--- src/rtl/ctrl_pkg.sv ---
// rtl/ctrl_pkg.sv - opcode/state enums, stage codes and instruction field slices for core_ctrl_seq
package ctrl_pkg;

   typedef enum logic [2:0] {
      OP_NOP  = 3'b000,
      OP_MOV  = 3'b001,
      OP_MOVI = 3'b010,
      OP_LD   = 3'b011,
      OP_ST   = 3'b100,
      OP_LEA  = 3'b101,
      OP_ALU  = 3'b110,
      OP_HALT = 3'b111
   } opcode_e;

   typedef enum logic [2:0] {
      IDLE, FETCH, IMM, READ, EXEC, MEM, WB, HALTED
   } state_e;

   localparam logic [1:0] STG_READ = 2'b00;
   localparam logic [1:0] STG_EXEC = 2'b01;
   localparam logic [1:0] STG_MEM  = 2'b10;
   localparam logic [1:0] STG_WB   = 2'b11;

   localparam int OP_MSB = 8;
   localparam int OP_LSB = 6;
   localparam int RD_MSB = 5;
   localparam int RD_LSB = 3;
   localparam int RS_MSB = 2;
   localparam int RS_LSB = 0;

   typedef struct packed {
      logic mode;
      logic lea;
      logic reg_to_reg;
      logic mem_to_reg;
      logic reg_to_mem;
      logic wb_en;
      logic is_mem;
      logic is_store;
   } dec_t;

endpackage

--- src/rtl/inst_decode.sv ---
// rtl/inst_decode.sv - opcode to register-file control decode; ungated, the sequencer qualifies by state
module inst_decode
   import ctrl_pkg::*;
(
   input  opcode_e opcode_i,
   output dec_t    dec_o
);

   always_comb begin
      dec_o = '0;
      case (opcode_i)
         OP_MOV: begin
            dec_o.reg_to_reg = 1'b1;
            dec_o.wb_en      = 1'b1;
         end
         OP_MOVI: begin
            dec_o.reg_to_reg = 1'b1;
            dec_o.mode       = 1'b1;
            dec_o.wb_en      = 1'b1;
         end
         OP_LD: begin
            dec_o.mem_to_reg = 1'b1;
            dec_o.wb_en      = 1'b1;
            dec_o.is_mem     = 1'b1;
         end
         OP_ST: begin
            dec_o.reg_to_mem = 1'b1;
            dec_o.is_mem     = 1'b1;
            dec_o.is_store   = 1'b1;
         end
         OP_LEA: begin
            dec_o.lea   = 1'b1;
            dec_o.wb_en = 1'b1;
         end
         OP_ALU:  dec_o.wb_en = 1'b1;
         default: ;
      endcase
   end

endmodule

--- src/rtl/core_ctrl_seq.sv ---
// rtl/core_ctrl_seq.sv - multi-cycle control sequencer; CTRL_MEM_TIMEOUT_EN adds the mem_ack wait timeout
module core_ctrl_seq
   import ctrl_pkg::*;
#(
   parameter int PC_W        = 8,
   parameter int INST_W      = 9,
   parameter int MEM_TIMEOUT = 16
) (
   input  logic              clk,
   input  logic              rst_n,
   input  logic              start,
   output logic [PC_W-1:0]   pc_out,
   input  logic [INST_W-1:0] inst_in,
   output logic              mem_req,
   output logic              mem_we,
   input  logic              mem_ack,
   output logic [1:0]        stage,
   output logic              mode,
   output logic              lea,
   output logic [2:0]        reg_dest,
   output logic [2:0]        reg_src,
   output logic [7:0]        immediate,
   output logic              write_enable,
   output logic              regToReg,
   output logic              memToReg,
   output logic              regToMem,
   output logic              busy,
   output logic              done,
   output logic              err
);

   state_e              state_q, state_d;
   logic [PC_W-1:0]     pc_q, pc_d;
   logic [INST_W-1:0]   ir_q, ir_d;
   logic [7:0]          imm_q, imm_d;
   opcode_e             fetch_op;
   dec_t                dec;
   logic                active;

`ifdef CTRL_MEM_TIMEOUT_EN
   localparam int CNT_W = $clog2(MEM_TIMEOUT + 1);
   logic [CNT_W-1:0]    cnt_q, cnt_d;
   logic                err_q, err_d;
`endif

   assign fetch_op = opcode_e'(inst_in[OP_MSB:OP_LSB]);

   inst_decode u_dec (
      .opcode_i (opcode_e'(ir_q[OP_MSB:OP_LSB])),
      .dec_o    (dec)
   );

   always_ff @(posedge clk or negedge rst_n) begin
      if (!rst_n) begin
         state_q <= IDLE;
         pc_q    <= '0;
         ir_q    <= '0;
         imm_q   <= '0;
`ifdef CTRL_MEM_TIMEOUT_EN
         cnt_q   <= '0;
         err_q   <= 1'b0;
`endif
      end else begin
         state_q <= state_d;
         pc_q    <= pc_d;
         ir_q    <= ir_d;
         imm_q   <= imm_d;
`ifdef CTRL_MEM_TIMEOUT_EN
         cnt_q   <= cnt_d;
         err_q   <= err_d;
`endif
      end
   end

   always_comb begin
      state_d = state_q;
      pc_d    = pc_q;
      ir_d    = ir_q;
      imm_d   = imm_q;
`ifdef CTRL_MEM_TIMEOUT_EN
      cnt_d   = cnt_q;
      err_d   = err_q;
`endif
      case (state_q)
         IDLE, HALTED: begin
            if (start) begin
               state_d = FETCH;
               pc_d    = '0;
`ifdef CTRL_MEM_TIMEOUT_EN
               err_d   = 1'b0;
`endif
            end
         end
         FETCH: begin
            ir_d = inst_in;
            // HALT keeps pc on its own address so done reports where it stopped
            if (fetch_op == OP_HALT) begin
               state_d = HALTED;
            end else begin
               pc_d    = pc_q + PC_W'(1);
               state_d = (fetch_op == OP_MOVI) ? IMM : READ;
            end
         end
         IMM: begin
            imm_d   = inst_in[7:0];
            pc_d    = pc_q + PC_W'(1);
            state_d = READ;
         end
         READ: state_d = EXEC;
         EXEC: begin
            state_d = dec.is_mem ? MEM : WB;
`ifdef CTRL_MEM_TIMEOUT_EN
            cnt_d   = '0;
`endif
         end
         MEM: begin
            if (mem_ack) begin
               state_d = WB;
`ifdef CTRL_MEM_TIMEOUT_EN
            end else if (cnt_q == CNT_W'(MEM_TIMEOUT - 1)) begin
               state_d = HALTED;
               err_d   = 1'b1;
            end else begin
               cnt_d   = cnt_q + CNT_W'(1);
`endif
            end
         end
         WB:      state_d = FETCH;
         default: state_d = IDLE;
      endcase
   end

   always_comb begin
      active = (state_q == READ) || (state_q == EXEC) || (state_q == MEM) || (state_q == WB);
      case (state_q)
         READ:    stage = STG_READ;
         EXEC:    stage = STG_EXEC;
         MEM:     stage = STG_MEM;
         default: stage = STG_WB;
      endcase
      mem_req      = (state_q == MEM);
      mem_we       = (state_q == MEM) && dec.is_store;
      mode         = active && dec.mode;
      lea          = active && dec.lea;
      regToReg     = active && dec.reg_to_reg;
      memToReg     = active && dec.mem_to_reg;
      regToMem     = active && dec.reg_to_mem;
      write_enable = (state_q == WB) && dec.wb_en;
      reg_dest     = active ? ir_q[RD_MSB:RD_LSB] : 3'd0;
      reg_src      = active ? ir_q[RS_MSB:RS_LSB] : 3'd0;
      immediate    = (active && dec.mode) ? imm_q : 8'd0;
      busy         = (state_q != IDLE) && (state_q != HALTED);
      done         = (state_q == HALTED);
      pc_out       = pc_q;
   end

`ifdef CTRL_MEM_TIMEOUT_EN
   assign err = err_q;
`else
   assign err = 1'b0;
`endif

endmodule

--- config.mk ---
export PLATFORM = sky130hd
export DESIGN_NAME = core_ctrl_seq
export DESIGN_NICKNAME = d
export VERILOG_FILES = /design/src/rtl/ctrl_pkg.sv /design/src/rtl/inst_decode.sv /design/src/rtl/core_ctrl_seq.sv
export SDC_FILE = /design/constraint.sdc
export NUM_CORES = 1
export LEC_CHECK = 0
export BUFFER_PORTS_ARGS = -buffer_cell sky130_fd_sc_hd__buf_2
export CORE_MARGIN = 4
export CORE_UTILIZATION = 50
export DETAILED_ROUTE_END_ITERATION = 10
export GPL_TIMING_DRIVEN = 0
export PLACE_DENSITY = 0.74
export SETUP_SLACK_MARGIN = 0.2
export SYNTH_ARGS = -nofsm -noshare
export SYNTH_HDL_FRONTEND = slang
export SYNTH_SLANG_ARGS = --single-unit
export TNS_END_PERCENT = 5
--- constraint.sdc ---
create_clock -name clk -period 4.55 [get_ports clk]
set_input_delay 0.2275 -clock clk [delete_from_list [all_inputs] [get_ports clk]]
set_output_delay 0.2275 -clock clk [all_outputs]
set_load 0.1 [all_outputs]
Yosys cells after proc, flatten, opt, wreduce, memory -nomap -nowiden --
Index checks and enable logic that the tools add are counted.
Word-level totals: logic and storage cells 64, register bits after elaboration 28, input bits 13
Cells by class: equality and inequality tests 19, add/sub/neg operators 1, reductions and logical operators 20, mux-type cells 20
Operators with widths (count):
- equality test 3 bit, second input constant | 8
- two-way mux 8 bit | 3
- one-hot mux 8 bit (3 select lines) | 1
- one-hot mux 3 bit (7 select lines) | 1
- equality test 3 x 2 -> 1 bit, second input constant | 5
- two-way mux 3 bit | 5
- adder 8 x 1 -> 8 bit, second input constant | 1
- logical AND 1 bit | 8
- two-way mux 1 bit | 8
- equality test 3 x 1 -> 1 bit, second input constant | 2
- one-hot mux 2 bit (3 select lines) | 1
- nonzero test 3 bit | 2
- OR reduction 2 bit | 3
- OR reduction 5 bit | 1
- inequality test 2 bit, second input constant | 2
- logical NOT 3 bit | 1
- logical OR 1 bit | 3
- inequality test 3 bit, second input constant | 1
- AND reduction 3 bit | 1
- two-way mux 2 bit | 1
- inequality test 2 x 1 -> 1 bit, second input constant | 1
- AND reduction 2 bit | 1

Depth between registers and ports, before layout --
Gate-level depths: netlist (run 1).
depth in word-level cells 6, gate-level depth with buffers 7

Cells and area by module --
Synthesis (run 1) repeated with hierarchy kept, for this count alone.
Unflattened totals: cell total of the unflattened synthesis 177, area, all modules 1642.8 µm²
Modules (own cells, without submodules):
- core_ctrl_seq | cells an instance 165, times used 1, area an instance 1560.2 µm²
- inst_decode | cells an instance 12, times used 1, area an instance 82.6 µm²

Worst setup path after synthesis (run 1) --
No wires, ideal clock.
path kind register -> output, from register state_q[0], to output lea, arrival time 3918 ps, path slack 405 ps, stages on the path, launching flop included 6, path buffers 2, cell sequence dfrtp_1 -> buf_2 -> nand2_1 -> xor2_1 -> clkbuf_1 -> nor4bb_1
On the way: cells in the longest elaborated chain, start to end 5, elaborated cells between the ends (all ways) 8
RTL lines:
- from (decl) | RTL line core_ctrl_seq.sv:32 | state_e state_q, state_d;
- from (signal assigned) | RTL line core_ctrl_seq.sv:64 | state_q <= state_d;
- equality test 3 x 2 -> 1 bit or equality test 3 bit (tied branches) | RTL line core_ctrl_seq.sv:134 | active = (state_q == READ) || (state_q == EXEC) || (state_q == MEM) || (state_q == WB);
- logical OR 1 bit (2 in a row) | RTL line core_ctrl_seq.sv:134
- logical OR 1 bit * | RTL line core_ctrl_seq.sv:134
- logical AND 1 bit * | RTL line core_ctrl_seq.sv:144 | lea = active && dec.lea;
- to (decl) | RTL line core_ctrl_seq.sv:19 | output logic lea,
Mark *: on every way between the ends. The rest lies on a longest branch, timed or not.

Final worst setup path (run 1) --
from register state_q[0], to output immediate[3]
On the way: cells in the longest elaborated chain, start to end 6, elaborated cells between the ends (all ways) 9
RTL lines:
- equality test 3 x 2 -> 1 bit or equality test 3 bit (tied branches) | RTL line core_ctrl_seq.sv:134
- logical OR 1 bit (2 in a row) | RTL line core_ctrl_seq.sv:134
- logical OR 1 bit * | RTL line core_ctrl_seq.sv:134
- logical AND 1 bit * | RTL line core_ctrl_seq.sv:151 | immediate = (active && dec.mode) ? imm_q : 8'd0;
- two-way mux 8 bit * | RTL line core_ctrl_seq.sv:151
- to (decl) | RTL line core_ctrl_seq.sv:22 | output logic [7:0] immediate,
Marked as above.

==> results.txt, run 1 <==
number of port buffers - 46
startpoint types - flip-flop
Post-synth EDFFs - 0
non-filler cells, final - 274
vias in the first global route - 1,472
Mapped Cells - 179
Setup Viol. Count Final - 0
largest net degree at the start of global routing - 29
Max Fclk - 366 MHz
crit path max fanout - 10
critical path type - flip-flop to primary output
period utilization - 0.600
syn_nets - 194
Root Buffer - clkbuf_4
worst reg2reg endpoint - state_q[0]
R2R Setup Slk - 2.61 ns
Clk Latency, worst-skew pair - 0.33 ns
Syn. warnings - 0
Remaining Overflow, GRT - 0
dpl cells - 269
Max Slew Vio Count - 0
Area growth, synth to finish - 20.4%
Die Wd - 66.4 um
largest cells by area after synthesis - dfrtp_1 41%, mux2_2 9.2%, nand2_1 3.7%
ys flop type - dfrtp_1
HPWL after DPL - 3030 um
Via Count - 1,512
largest family of logic cells by synthesized area - simple AND/OR/NAND/NOR gates
full die area - 4410 um^2
Final Hold Viols - 0
Compound-Gate Fraction of Synth Area - 0.160
Synth top cells by count - 28 x dfrtp_1, 17 x nand2_1, 14 x mux2_2, 9 x and2_1, 9 x nor2_1
final worst slack - 1.82 ns
routability cong. - 0.909
top-area cell type share of the netlist area - 0.410
number of diodes - 0
count leader, synth - dfrtp_1
origin of the worst setup path - state_q[0]
Critical Path AT - 2.50 ns
relative slew slack - 0.506
status - complete, no violations
H-tree depth - 1
setup tns final - 0 ns
clock buffer depth - 2
Clock Pin Slew Worst Setup and Hold Paths - 0.16 ns
reg2reg start - state_q[1]
TritonCTS clock tree - done
Worst-Margin Slew - 0.737 ns
post-synthesis sequential area ratio - 0.410
RSZ-0062 raised after global routing - false
max_cap viols - 0
min Tclk post-route - 2.73 ns
Total Nets Final - 246
clock skew - 0.00605 ns
Initial Util - 0.542
Critical Path End Type - primary output
Synth area leader - dfrtp_1
distinct cell type count after synthesis - 50
Worst Reg-to-Reg Cells - 7
Die Y - 66.4 um
share of cells above drive strength 1 - 0.343
Synth Cell Area - 1710 um^2
Detailed Routing Iterations Pass 1 - 5
worst setup path endpoint - immediate[3]
Post-DRT Antenna Nets - 0
pre-CTS setup slack - 2.19 ns
via-per-instance ratio - 5.52
post-synthesis simple-gate area fraction - 0.240
xor/xnor share of the synthesized area - 0.0205
first-pass GRT wire length - 6960 um
multiplexer area fraction after synthesis - 0.0982
# rows - 20
# DRC - 0
Starting DRT DRC Count - 104
Sink Count - 28
Required @ worst endpoint - 4.32 ns
HP Class - input port to flip-flop
final WL - 3950 um
initial antenna violation count - 0
Synth Area in Adders - 0.0147
gr usage total - 0.201
#FFs+latches synth - 28
WL/cell - 14.4 um
post-CTS sizing - 0
Async S/R FF share, synth - 1.00
syn avg cell area - 9.54 um^2
cts bufs inserted - 3
core area - 3150 um^2
ports placed on the boundary - 48
[cell usage in the layout (no fill, tap or decap), types with 3 or more instances in the layout]
cell type	instances
nand2_1	17
inv_1	4
nand3_1	4
dfrtp_1	28
buf_2	51
a31oi_1	4
nor3_1	5
o21ai_0	5
o2bb2ai_1	3
clkbuf_4	3
and4_1	3
a21oi_1	7
o211ai_1	3
nor2b_1	7
and3_1	5
clkbuf_1	6
mux2_2	14
and2_1	9
nor2_1	9
[worst min path at each step]
stage,endpoint,cells past startpoint,start,slack [ns]
floorplan,imm_q[0],0,rst_n,-0.07
global placement,ir_q[4],1,rst_n,0.27
detailed placement,ir_q[4],1,rst_n,0.28
CTS,ir_q[8],3,inst_in[8],0.09
global route,ir_q[7],3,inst_in[7],0.10
finish,ir_q[8],3,inst_in[8],0.11
[repair_timing]
action / 4_1_cts / 5_1_grt
endpoints found under the hold margin: 28 / 0
hold buffers: 1 / 0
setup buffers: 0 / 0
[worst max-delay path, stage by stage, from the launching register on]
cell and delay [ns]:
dfrtp_1 0.37, buf_2 0.21, nand2_1 0.16, xor2_1 0.19, nor4b_2 0.59, and2_1 0.22
buf_2 0.43
[sequential cells by signal, indices dropped and copies added, names as in the netlist]
name	flops
ir_q	9
imm_q	8
pc_out	8
state_q	3
[layer usage]
| layer | GRT usage | routed length (um) | vias to the layer above |
|---|---|---|---|
| met5 | 0 | 0 | - |
| met4 | 0.0457 | 39 | 0 |
| met3 | 0.0170 | 161 | 4 |
| met2 | 0.338 | 1900 | 36 |
| met1 | 0.279 | 1850 | 720 |
| li1 | - | - | 752 |
[stage by stage]
step	util	cell area, um^2	hold WS, ns
after floorplan	-	1710	-0.0681
after global placement	0.632	1990	0.268
after detailed placement	0.632	1990	0.276
after CTS	0.652	2060	0.0903
after global routing	0.652	2060	0.101
final	0.652	2060	0.112
[cell families after synthesis]
logic type               count (synthesis)
flip-flops                              28
XOR/XNOR                                 4
adder cells (fa/ha/maj)                  2
buffers and inverters                   20
other                                    1
multiplexers                            15
AND/OR/NAND/NOR                         71
AO/OA/AOI/OAI                           38
[layout make-up]
cell class                      count  area, um^2
Multi-Input combinational cell    131         913
Timing Repair Buffer               47         240
Clock inverter                      1        30.0
Fill cell                         289        1100
Clock buffer                        3        22.5
Sequential cell                    28         701
Buffer                             16        78.8
Inverter                            4        15.0
Tap cell                           44        55.1
Power of run 1 is not shown: default switching activity piles up to over one toggle a cycle in this logic, so the estimate is an artifact.
==> run 2, diff against run 1 <==
ABC_AREA = 1   (was not set)
CORE_UTILIZATION = 47   (was 50)
PLACE_DENSITY = 0.73   (was 0.74)
clock period = 2.3 ns   (was 4.55 ns; I/O delays follow)
==> results.txt, run 2 <==
cts bufs inserted - 3 (unchanged)
critical path type - flip-flop to primary output
RSZ-0062 raised after global routing - true
Initial Util - 0.499 (-0.0431)
Crit path max-delay family - buffers and inverters
H-tree depth - 1 (unchanged)
worst setup path endpoint - reg_src[1]
Reg with most FFs - ir_q
status - complete, no violations
syn avg cell area - 7.25 um^2 (-24%)
HPWL after DPL - 2730 um (-9.9%)
distinct cell type count after synthesis - 29 (-42%)
Syn. warnings - 0 (unchanged)
Post-synth EDFFs - 0 (unchanged)
number of diodes - 0 (unchanged)
largest cells by area after synthesis - dfrtp_1 41%, nand2_1 13%, inv_1 9.5%
Max Slew Vio Count - 0 (unchanged)
reg2reg start - state_q[2]
# DRC - 0 (unchanged)
Clk Latency, worst-skew pair - 0.32 ns (about the same)
fillers - 342 (+18%)
max_cap viols - 0 (unchanged)
Via Count - 1,536 (+1.6%)
# rows - 21 (+5.0%)
syn_nets - 250 (+29%)
Clock Pin Slew Worst Setup and Hold Paths - 0.15 ns (about the same)
WL/cell - 10.9 um (-24%)
Required @ worst endpoint - 2.18 ns (-2.14 ns)
Detailed Routing Iterations Pass 1 - 4 (-1)
Die Wd - 68.2 um (+2.6%)
Synth Cell Area - 1700 um^2 (-0.29%)
full die area - 4650 um^2 (+5.3%)
crit path max fanout - 10 (unchanged)
R2R Setup Slk - 0.89 ns (-1.72 ns)
Async S/R FF share, synth - 1.00 (unchanged)
vias in the first global route - 1,425 (-3.2%)
Setup Viol. Count Final - 0 (unchanged)
final WL - 3620 um (-8.5%)
Die Y - 68.2 um (+2.6%)
CP peak stage delay - 0.49 ns (-0.10 ns)
final hold slack - 0.0383 ns (-0.0734 ns)
Root Buffer - clkbuf_4
gr usage total - 0.170 (-0.0306)
postcts setup bufs - 0 (unchanged)
Post-DRT Antenna Nets - 0 (unchanged)
clock skew - 0.00316 ns (-0.00289 ns)
Worst-Margin Slew - 0.636 ns (-0.101 ns)
Max Fclk - 513 MHz
clock buffer depth - 2 (unchanged)
most frequent cells in the layout - 61 x nand2_1, 43 x inv_1, 38 x buf_2
max reg flops - 9 (unchanged)
Critical Path AT - 1.83 ns (-0.67 ns)
ports placed on the boundary - 48 (unchanged)
relative slew slack - 0.576 (+0.0697)
pre-CTS setup slack - 0.453 ns (-1.74 ns)
HP Class - input port to flip-flop
largest net degree at the start of global routing - 29 (unchanged)
#FFs+latches synth - 28 (unchanged)
Critical Path End Type - primary output
number of cells on the critical path - 6 (unchanged)
Sink Count - 28 (unchanged)
Starting DRT DRC Count - 50 (-52%)
commonest non-fill, non-tap cell in the layout - nand2_1
Area growth, synth to finish - 23.2%
Worst Reg-to-Reg Cells - 4 (-3)
via-per-instance ratio - 4.63 (-16%)
share of cells above drive strength 1 - 0.283 (-0.0603)
Synth top cells by count - 61 x nand2_1, 43 x inv_1, 28 x dfrtp_1, 27 x nor2_1, 22 x o21ai_0
period utilization - 0.847
startpoint types - flip-flop
Final Hold Viols - 0 (unchanged)
first-pass GRT wire length - 6150 um (-12%)
routability cong. - 0.836 (-8.1%)
WP buf/inv - 3 (+1)
min Tclk post-route - 1.95 ns
core area - 3420 um^2 (+8.3%)
number of port buffers - 46 (unchanged)
top-area cell type share of the netlist area - 0.411 (+0.00121)
Synth area leader - dfrtp_1
crit-path cells - inv_2 > nand3_2 > nand2_4 > inv_8 > nor2_1 > buf_2
final worst slack - 0.351 ns (-1.47 ns)
TritonCTS clock tree - done
initial antenna violation count - 0 (unchanged)
worst reg2reg endpoint - ir_q[3]
Mapped Cells - 235 (+31%)
Remaining Overflow, GRT - 0 (unchanged)
origin of the worst setup path - state_q[2]
post-synthesis sequential area ratio - 0.411 (+0.00121)
Total Nets Final - 302 (+23%)
CP max-delay cell - dfrtp_1
ys flop type - dfrtp_1
count leader, synth - nand2_1
run 2: metal layers:
layer,part of all wire,vias up,global-route usage
met5,0,-,0
met4,0.0066,0,0.0372
met3,0.053,2,0.0279
met2,0.45,30,0.274
met1,0.49,687,0.240
li1,-,817,-
run 2: kinds of logic (layout without fill, tap and decap cells):
kind of cell	count (synthesis)	count (layout)	synth area share
XOR/XNOR	3	3	0.0154
AO/OA/AOI/OAI	27	27	0.0882
other	1	1	0.00220
adder cells (fa/ha/maj)	2	2	0.0147
AND/OR/NAND/NOR	122	122	0.331
flip-flops	28	28	0.411
buffers and inverters	52	103	0.137
run 2: area by class of cell:
class                   instances  area, um^2  area share
multi-input cells             155         786       0.374
plain buffers                   6        47.5      0.0227
clock buffers                   4        36.3      0.0173
well taps                      46        57.6      0.0274
repair buffers                 47         285       0.136
inverters                      46         185      0.0883
flip-flops and latches         28         701       0.334
run 2: worst min-delay path by stage:
stage,startpoint,end,cells past startpoint
CTS,inst_in[0],imm_q[0],3
global placement,rst_n,ir_q[0],1
floorplan,rst_n,imm_q[0],0
finish,inst_in[0],imm_q[0],3
detailed placement,rst_n,ir_q[0],1
global route,inst_in[5],ir_q[5],3
run 2: tightest hold or removal path: cells and delay by family:
family	cells	cell delay, ns
compound gates	1	0.07
buf+inv	2	0.14
run 2: metrics by stage:
stage	setup TNS, ns	instances	instance area, um^2	util
floorplan	-1.00	235	1710	-
global placement	0	327	2000	0.584
detailed placement	0	327	2000	0.584
CTS	0	332	2050	0.599
global route	0	332	2100	0.614
finish	0	332	2100	0.614
run 2: repair_timing:
action	CTS	global route
resized for setup	2	21
hold endpoints to repair	28	0
cloned	0	0
hold buffers	1	0
setup endpoints to repair	9	10
Power of run 2 is left out for the same reason.
==> run 3, diff against run 2 <==
CORE_UTILIZATION = 50   (was 47)
PLACE_DENSITY = 0.74   (was 0.73)
clock period = 1.94 ns   (was 2.3 ns; I/O delays follow)
==> results.txt, run 3 (synthesized netlist as in run 2, its figures left out) <==
Clock Pin Slew Worst Setup and Hold Paths - 0.16 ns (about the same)
Total Nets Final - 313 (+3.6%)
initial antenna violation count - 0 (unchanged)
final WL - 4190 um (+16%)
vias in the first global route - 1,615 (+13%)
Sink Count - 28 (unchanged)
WL/cell - 12.3 um (+13%)
pre-CTS setup slack - 0.0209 ns (-0.432 ns)
CP peak stage delay - 0.46 ns (-0.03 ns)
Area growth, synth to finish - 42.2%
Die Wd - 66.4 um (-2.7%)
Worst Reg-to-Reg Cells - 6 (+2)
ports placed on the boundary - 48 (unchanged)
Max Slew Vio Count - 0 (unchanged)
core area - 3150 um^2 (-7.7%)
H-tree depth - 1 (unchanged)
Worst-Margin Slew - 0.616 ns (-0.0204 ns)
Setup Viol. Count Final - 0 (unchanged)
critical path type - flip-flop to primary output
commonest non-fill, non-tap cell in the layout - nand2_1
# rows - 20 (-4.8%)
number of diodes - 0 (unchanged)
Detailed Routing Iterations Pass 1 - 4 (unchanged)
full die area - 4400 um^2 (-5.3%)
Root Buffer - clkbuf_4
largest net degree at the start of global routing - 29 (unchanged)
final hold slack - 0.00265 ns (-0.0356 ns)
routability cong. - 0.809 (-3.2%)
WHS Path Cells - 3 (unchanged)
WHS Endpoint - imm_q[0]
CP max-delay cell - dfrtp_2
max reg flops - 9 (unchanged)
first-pass GRT wire length - 7340 um (+19%)
# DRC - 0 (unchanged)
clock buffer depth - 2 (unchanged)
Core Util, Final - 0.768 (+0.154)
max_cap viols - 0 (unchanged)
crit-path cells - buf_4 > ha_1 > nor2_1 > inv_1 > o21ai_1 > buf_6
cts bufs inserted - 3 (unchanged)
Required @ worst endpoint - 1.84 ns (-0.34 ns)
via-per-instance ratio - 4.84 (+4.7%)
HPWL after DPL - 2710 um (-0.83%)
final worst slack - 0.147 ns (-0.204 ns)
worst reg2reg endpoint - imm_q[1]
Via Count - 1,652 (+7.6%)
beginning of the worst hold path - inst_in[0]
Initial Util - 0.540 (+0.0415)
crit path max fanout - 3 (-7)
most frequent cells in the layout - 59 x nand2_1, 41 x inv_1, 26 x dfrtp_1
min Tclk post-route - 1.79 ns
Clk Latency, worst-skew pair - 0.34 ns (+0.02 ns)
Critical Path AT - 1.70 ns (-0.13 ns)
fillers - 240 (-30%)
HP Class - input port to flip-flop
share of cells above drive strength 1 - 0.347 (+0.0636)
startpoint types - flip-flop
Remaining Overflow, GRT - 0 (unchanged)
RSZ-0062 raised after global routing - true
period utilization - 0.924
status - complete, no violations
clock skew - 0.0114 ns (+0.00823 ns)
R2R Setup Slk - 0.51 ns (-0.38 ns)
Max Fclk - 558 MHz
reg2reg start - state_q[0]
number of port buffers - 46 (unchanged)
gr usage total - 0.219 (+0.0483)
Reg with most FFs - ir_q
Post-DRT Antenna Nets - 0 (unchanged)
Die Y - 66.4 um (-2.7%)
TritonCTS clock tree - done
relative slew slack - 0.590 (+0.0136)
Final Hold Viols - 0 (unchanged)
Critical Path End Type - primary output
Starting DRT DRC Count - 79 (+58%)
-- run 3: repair_timing --
action / CTS / global route
gates resized for setup: 64 / 6
setup endpoints to repair: 24 / 24
hold endpoints to repair: 30 / 1
hold buffers: 2 / 1
buffers inserted: 8 / 0
pin swaps: 4 / 1
gates cloned: 1 / 0
-- run 3: worst max-delay path: cells and delay by family (launching register included) --
family | cells | cell delay (ns)
buf+inv | 3 | 0.49
flops | 1 | 0.46
compound gates | 1 | 0.11
simple gates | 1 | 0.13
fa+ha+maj | 1 | 0.17
-- run 3: worst max path at each step --
stage,startpoint,endpoint,depth (start not counted),slack [ns]
after floorplan,state_q[2],memToReg,5,-0.24
after global placement,state_q[2],immediate[2],6,0.03
after detailed placement,state_q[2],immediate[2],6,0.02
after CTS,state_q[1],immediate[2],7,0.14
after global routing,state_q[1],immediate[2],7,0.08
final,state_q[2],stage[0],6,0.15
-- run 3: cell type report --
type | count | area [um^2] | area share
clock inverter | 1 | 30.0 | 0.0124
timing repair buffer | 57 | 492 | 0.203
sequential | 28 | 703 | 0.290
clock buffer | 3 | 22.5 | 0.00930
tap | 44 | 55.1 | 0.0227
multi-input combinational | 156 | 881 | 0.364
buffer | 6 | 51.3 | 0.0212
inverter | 46 | 188 | 0.0775
-- run 3: layer usage --
layer / GRT usage / routed length, um / vias to the layer above
li1: - / - / 841
met4: 0.0761 / 40 / 0
met1: 0.284 / 1860 / 779
met2: 0.371 / 2170 / 28
met5: 0 / 0 / -
met3: 0.0289 / 119 / 4
-- run 3: stage by stage --
stage,instances,TNS (ns),instance area [um^2]
2_1_floorplan,235,-2.65,1730
3_3_place_gp,325,0,2010
3_5_place_dp,325,0,2010
4_1_cts,340,0,2400
5_1_grt,341,0,2420
6_report,341,0,2420
Power of run 3 is left out for the same reason.
